==> src/rtl/gray_ticket_arbiter.sv <==
// gray_ticket_arbiter: round-robin arbiter handing out Gray-coded tickets from one shared counter.
// Define GRAY_TICKET_SATURATE_EN to stop at the last code and raise the exhausted port.
module gray_ticket_arbiter #(
    parameter int NREQ  = 4,
    parameter int WIDTH = 4
) (
    input  logic             clk,
    input  logic             rst_n,
    input  logic             clr,
    input  logic [NREQ-1:0]  req,
    output logic [NREQ-1:0]  ack,
    output logic [WIDTH-1:0] ticket_gray,
    output logic             ticket_valid,
    output logic             wrap,
    output logic             busy
`ifdef GRAY_TICKET_SATURATE_EN
    ,
    output logic             exhausted
`endif
);
    localparam int PW = (NREQ > 1) ? $clog2(NREQ) : 1;
`ifdef GRAY_TICKET_SATURATE_EN
    localparam bit SAT = 1'b1;
`else
    localparam bit SAT = 1'b0;
`endif

    typedef enum logic [1:0] {IDLE, GRANT, DROP} state_t;

    state_t           state_q, state_d;
    logic [PW-1:0]    rr_q, rr_d, win_q, win_d, pick, idx;
    logic [WIDTH-1:0] bin_q, bin_d, tg_q, tg_d;
    logic [NREQ-1:0]  ack_q, ack_d;
    logic             tv_q, tv_d, wrap_q, wrap_d, exh_q, exh_d;
    logic             found, grant, last;

    // Rotating priority scan starting at rr_q
    always_comb begin
        pick  = rr_q;
        found = 1'b0;
        idx   = rr_q;
        for (int i = 0; i < NREQ; i++) begin
            idx = PW'((int'(rr_q) + i) % NREQ);
            if (!found && req[idx]) begin
                found = 1'b1;
                pick  = idx;
            end
        end
    end

    always_ff @(posedge clk or negedge rst_n) begin
        if (!rst_n) begin
            state_q <= IDLE;
            win_q   <= '0;
        end else begin
            state_q <= state_d;
            win_q   <= win_d;
        end
    end

    always_comb begin
        state_d = state_q;
        win_d   = win_q;
        case (state_q)
            IDLE: if (|req && !exh_q) begin
                state_d = GRANT;
                win_d   = pick;
            end
            GRANT:   state_d = DROP;
            DROP:    state_d = req[win_q] ? DROP : IDLE;
            default: state_d = IDLE;
        endcase
    end

    // Ticket outputs are registered, so they appear the cycle after GRANT
    always_comb begin
        grant  = state_q == GRANT;
        last   = &bin_q;
        ack_d  = grant ? NREQ'(1) << win_q : '0;
        tv_d   = grant;
        wrap_d = grant && last;
        tg_d   = grant ? bin_q ^ (bin_q >> 1) : tg_q;
        rr_d   = grant ? ((win_q == PW'(NREQ - 1)) ? '0 : win_q + 1'b1) : rr_q;
        bin_d  = clr ? '0 : (grant && !(SAT && last)) ? bin_q + 1'b1 : bin_q;
        exh_d  = clr ? 1'b0 : (exh_q || (SAT && grant && last));
    end

    always_ff @(posedge clk or negedge rst_n) begin
        if (!rst_n) begin
            rr_q   <= '0;
            bin_q  <= '0;
            tg_q   <= '0;
            ack_q  <= '0;
            tv_q   <= 1'b0;
            wrap_q <= 1'b0;
            exh_q  <= 1'b0;
        end else begin
            rr_q   <= rr_d;
            bin_q  <= bin_d;
            tg_q   <= tg_d;
            ack_q  <= ack_d;
            tv_q   <= tv_d;
            wrap_q <= wrap_d;
            exh_q  <= exh_d;
        end
    end

    assign ack          = ack_q;
    assign ticket_gray  = tg_q;
    assign ticket_valid = tv_q;
    assign wrap         = wrap_q;
    assign busy         = state_q != IDLE;
`ifdef GRAY_TICKET_SATURATE_EN
    assign exhausted    = exh_q;
`endif
endmodule

==> config.mk <==
export PLATFORM = sky130hd
export DESIGN_NAME = gray_ticket_arbiter
export DESIGN_NICKNAME = d
export VERILOG_FILES = /design/src/rtl/gray_ticket_arbiter.sv
export SDC_FILE = /design/constraint.sdc
export NUM_CORES = 1
export LEC_CHECK = 0
export CAP_MARGIN = 20
export CORE_MARGIN = 2
export CORE_UTILIZATION = 45
export DETAILED_ROUTE_END_ITERATION = 7
export GPL_TIMING_DRIVEN = 0
export PLACE_DENSITY = 0.8
export SKIP_LAST_GASP = 1
export SLEW_MARGIN = 0
export SYNTH_ARGS = -nofsm -noshare
export SYNTH_HDL_FRONTEND = slang
export SYNTH_SLANG_ARGS = --single-unit
==> constraint.sdc <==
create_clock -name clk -period 3.1 [get_ports clk]
set_input_delay 0.31 -clock clk [delete_from_list [all_inputs] [get_ports clk]]
set_output_delay 0.31 -clock clk [all_outputs]
set_load 0.005 [all_outputs]
# Yosys cells after proc, flatten, opt, wreduce, memory -nomap -nowiden
# Cells that the tools add are included.
[totals]
elab_cells = 60
reg_bits = 20
inputBits = 7
[op_classes]
bitwise_logic = 1
shift = 1
addsub = 5
order_cmp = 5
n_eq_ne = 4
n_reduce_logical = 13
n_mux = 23
[ops]
columns = ["op", "count"]
rows = [
  ["less-than comparator 2 x 3 -> 1 bit, second input constant", 5],
  ["2-to-1 mux 2 bit", 6],
  ["2-to-1 mux 4 bit", 3],
  ["binary-select mux 1 bit (select 2 bit)", 5],
  ["2-to-1 mux 1 bit", 8],
  ["case mux 2 bit (3 select lines)", 1],
  ["adder 2 x 1 -> 2 bit, second input constant", 2],
  ["adder 2 bit, second input constant", 2],
  ["adder 4 x 1 -> 4 bit, second input constant", 1],
  ["== test 2 bit, second input constant", 2],
  ["logical AND 1 bit", 4],
  ["AND reduction 4 bit", 1],
  ["nonzero test 2 bit", 2],
  ["OR reduction 4 bit", 1],
  ["left shift 1 x 2 -> 4 bit, first input constant", 1],
  ["bitwise XOR 4 x 3 -> 4 bit", 1],
  ["logical NOT 1 bit", 3],
  ["== test 2 x 1 -> 1 bit, second input constant", 1],
  ["logical NOT 2 bit", 1],
  ["inequality test 2 bit, second input constant", 1],
  ["AND reduction 2 bit", 1],
]

# Depth between registers and ports, before layout
[depth]
ltp_word = 12
ltp_mapped = 6

# Least setup slack after synthesis
# Ideal clock, no wire load.
[synth_timing]
kind = "register to register"
from = "register win_q[0]"
to = "register state_q[1]"
slack_ns = 1.926
t_arrival_ns = 1.050
n_path_buf = 0
required_ns = 2.976
path_stages_with_launch = 4
setup_ns = 0.124
path_cell_list = "dfrtp_1 > mux4_2 > nand3b_1 > nand2_1"
[synth_via]
elab_chain_len = 4
[synth_lines]
columns = ["item", "line", "rtl"]
rows = [
  ["start, declared", "31", "logic [PW-1:0] rr_q, rr_d, win_q, win_d, pick, idx;"],
  ["start signal, assigned", "57", "win_q <= win_d;"],
  ["binary-select mux 1 bit (select 2 bit)", "70", "DROP: state_d = req[win_q] ? DROP : IDLE;"],
  ["2-to-1 mux 1 bit (not written as such)", "70", ""],
  ["2-to-1 mux 2 bit", "70", ""],
  ["case mux 2 bit (3 select lines)", "64", "case (state_q)"],
  ["end signal, assigned", "56", "state_q <= state_d;"],
  ["end, declared", "30", "state_t state_q, state_d;"],
]
# Every way passes these cells. The select of a mux whose other input is x is not followed.
# A chain may end at the register's enable or synchronous reset.

# Worst setup path after layout
[layout_timing]
from = "register state_q[0]"
to = "output port busy"
[layout_via]
elab_chain_len = 1
[layout_lines]
columns = ["item", "line", "rtl"]
rows = [
  ["nonzero test 2 bit", "112", "assign busy = state_q != IDLE;"],
  ["end, declared", "15", "output logic busy"],
]
# Every way passes these cells.

==> metrics.csv <==
metric,value,unit
status,completed,
cp_num_buf_inv,2,
slowest_stage,clkdlybuf4s50_1,
grt_pass1_wl,2.97,mm
p_seq_share,43.6,%
via_count,719,
fill_cells,180,
synth_edf_count,0,
layout_common_cells,"nand2_1 (22), dfrtp_1 (20), clkdlybuf4s50_1 (17)",
ir_drop,578,uV
wire_per_inst,12.0,um
synthesis.nets,108,
n_antenna_cell,0,
netlist_area,980,um2
drive_gt1_share,9.57,%
core_area,0.00200,mm2
finalCriticalPeriod,1680,ps
grt-ovfl-total,0,
antenna_left,0,
drc,0,
total_leakage_power,0.594,nW
dpl.hpwl,1.31,mm
timing.fmax,594,MHz
path_cells,nor2_1 > inv_1 > clkdlybuf4s50_1,
cp.arrival,1370,ps
worstPathRequired,2790,ps
cts_hold_buf,0,
initial_utilization,48.9,%
std_cell_rows,16,
finalHoldViolations,0,
worst_pin_slew,849,ps
power_frac_clock,16.1,%
vias_per_cell,5.06,
start_kind,flop,
setup_viol,0,
area_growth,24.5,%
fp.dieW,50.7,um
antenna_found_initial,0,
fin_setup_tns,0,ps
cts_buffers,3,
synthCells,94,
layout_commonest_cell,nand2_1,
placed_cell_area,0.00118,mm2
cp_top_family,buffers and inverters,
worst_setup_path_end_kind,output port,
post_cts_buffers,0,
max_cap_viol_count,0,
critical-path-max-stage-delay,440,ps
drt_pass1_iterations,2,
synth-seq-cells,20,
clk_transition_reported_paths,100,ps
p_comb_share,40.3,%
synth_async_sr_flop_share,100,%
clkLatencyLatePin,300,ps
totalPowerFinal,0.000914,W
path_class,flop to output port,
grt_pass1_vias,687,
hold_class,primary input to asynchronous set/reset pin,
switching_share,34.1,%
maxSlewViolCount,0,
ys_types,30,
grt.total_usage,16.3,%
worstPathMaxFanout,3,
final.period_utilization,54.3,%
clockRootBuffer,clkbuf_4,
post_cts_resized,0,
post-place-ws,1290,ps
slew_headroom,43.2,%
clockBufferDepth,2,
p_int,0.000602,W
io_pins,18,
synth.avg_cell_area,10.4,um2
grt_max_degree,21,
portBuffers,17,
htreeDepth,1,
finalInstanceArea,0.00122,mm2
p_switching,0.000312,W
cts_tree,built,
seq_area_frac_synth,51.1,%
power_density,749,mW/mm2
nNetsFinal,130,
die_height,50.7,um
wirelength,1.70,mm
cts_sinks,20,
drt_iter0_drc,2,
fin_worst_skew,4.76,ps
yosysWarningCount,0,
utilization,60.9,%
place_congestion,0.843,
rsz0062_at_grt,false,
synthFlopType,dfrtp_1,
fin_ws,1420,ps
die_area,0.00257,mm2
-- power by group through the flow --
stage	registers [W]	logic, W	clock network (W)
final	0.000398	0.000368	0.000147
after global routing	0.000408	0.000418	0.000171
after CTS	0.000399	0.000374	0.000153
after detailed placement	0.000404	0.000373	0
after global placement	0.000396	0.000362	0
after floorplan	0.000390	0.000238	0
-- worst register-to-register path, stage by stage, from the launching register on --
cell and delay, ps:
dfrtp_1 480, nor4bb_1 330, a31oi_1 70, o32ai_1 250, o31ai_1 90
-- state kept, by name, indices dropped and copies added (netlist names) --
register / count
rr_q: 2
win_q: 2
state_q: 2
ticket_gray: 4
ack: 4
wrap: 1
ticket_valid: 1
bin_q: 4
-- path summary, 6_finish.rpt --
kind,start,to,slack (ps),depth (start not counted)
worst max-delay path,state_q[0],busy,1420,3
worst min-delay path,rst_n,rr_q[1],480,1
worst max register to register,rr_q[0],win_q[1],1760,4
worst min register to register,ticket_gray[2],ticket_gray[2],490,2
max in group asynchronous,rst_n,bin_q[0],2090,1
min in group clk,ticket_gray[2],ticket_gray[2],490,2
-- layout make-up --
class	instances	area (um2)	share of cell area [%]
buffer	3	23.8	1.95
clock buffer	4	36.3	2.97
inverter	5	18.8	1.54
multi-input combinational	66	437	35.8
sequential	20	500	41.0
tap	27	33.8	2.77
timing repair buffer	17	170	13.9
-- stage by stage --
stage          hold slack, ps  cells
2_1_floorplan            14.4     94
3_3_place_gp              462    138
3_5_place_dp              466    138
4_1_cts                   492    142
5_1_grt                   512    142
6_report                  482    142
-- logic make-up (layout without fill, tap and decap cells) --
family	count (synthesis)	count (layout)	share of synthesized area, %
buffers and inverters	8	29	4.34
flip-flops	20	20	51.1
multiplexers	1	1	2.30
AND/OR/NAND/NOR	42	42	20.8
XOR/XNOR	3	3	2.68
adder cells (fa/ha/maj)	7	7	8.94
AO/OA/AOI/OAI	13	13	9.83
-- layer usage --
metal,wire [um],track usage [%],up-vias
met2,842,27.4,21
met3,80,5.36,6
met1,720,18.0,332
met5,0,0,-
li1,-,-,360
met4,60,9.46,0
-- Yosys cell counts (2+ instances only) --
master | number | area [um2]
nand2_1 | 22 | 82.6
nor2_1 | 5 | 18.8
o31ai_1 | 2 | 15.0
inv_1 | 4 | 15.0
a21oi_1 | 3 | 15.0
nor2b_1 | 3 | 18.8
nand2b_1 | 2 | 12.5
dfrtp_1 | 20 | 500
and2_1 | 4 | 25.0
ha_1 | 7 | 87.6
xor2_1 | 2 | 17.5
nand3b_1 | 2 | 15.0
Note: power is estimated with default switching activity, not from simulation.
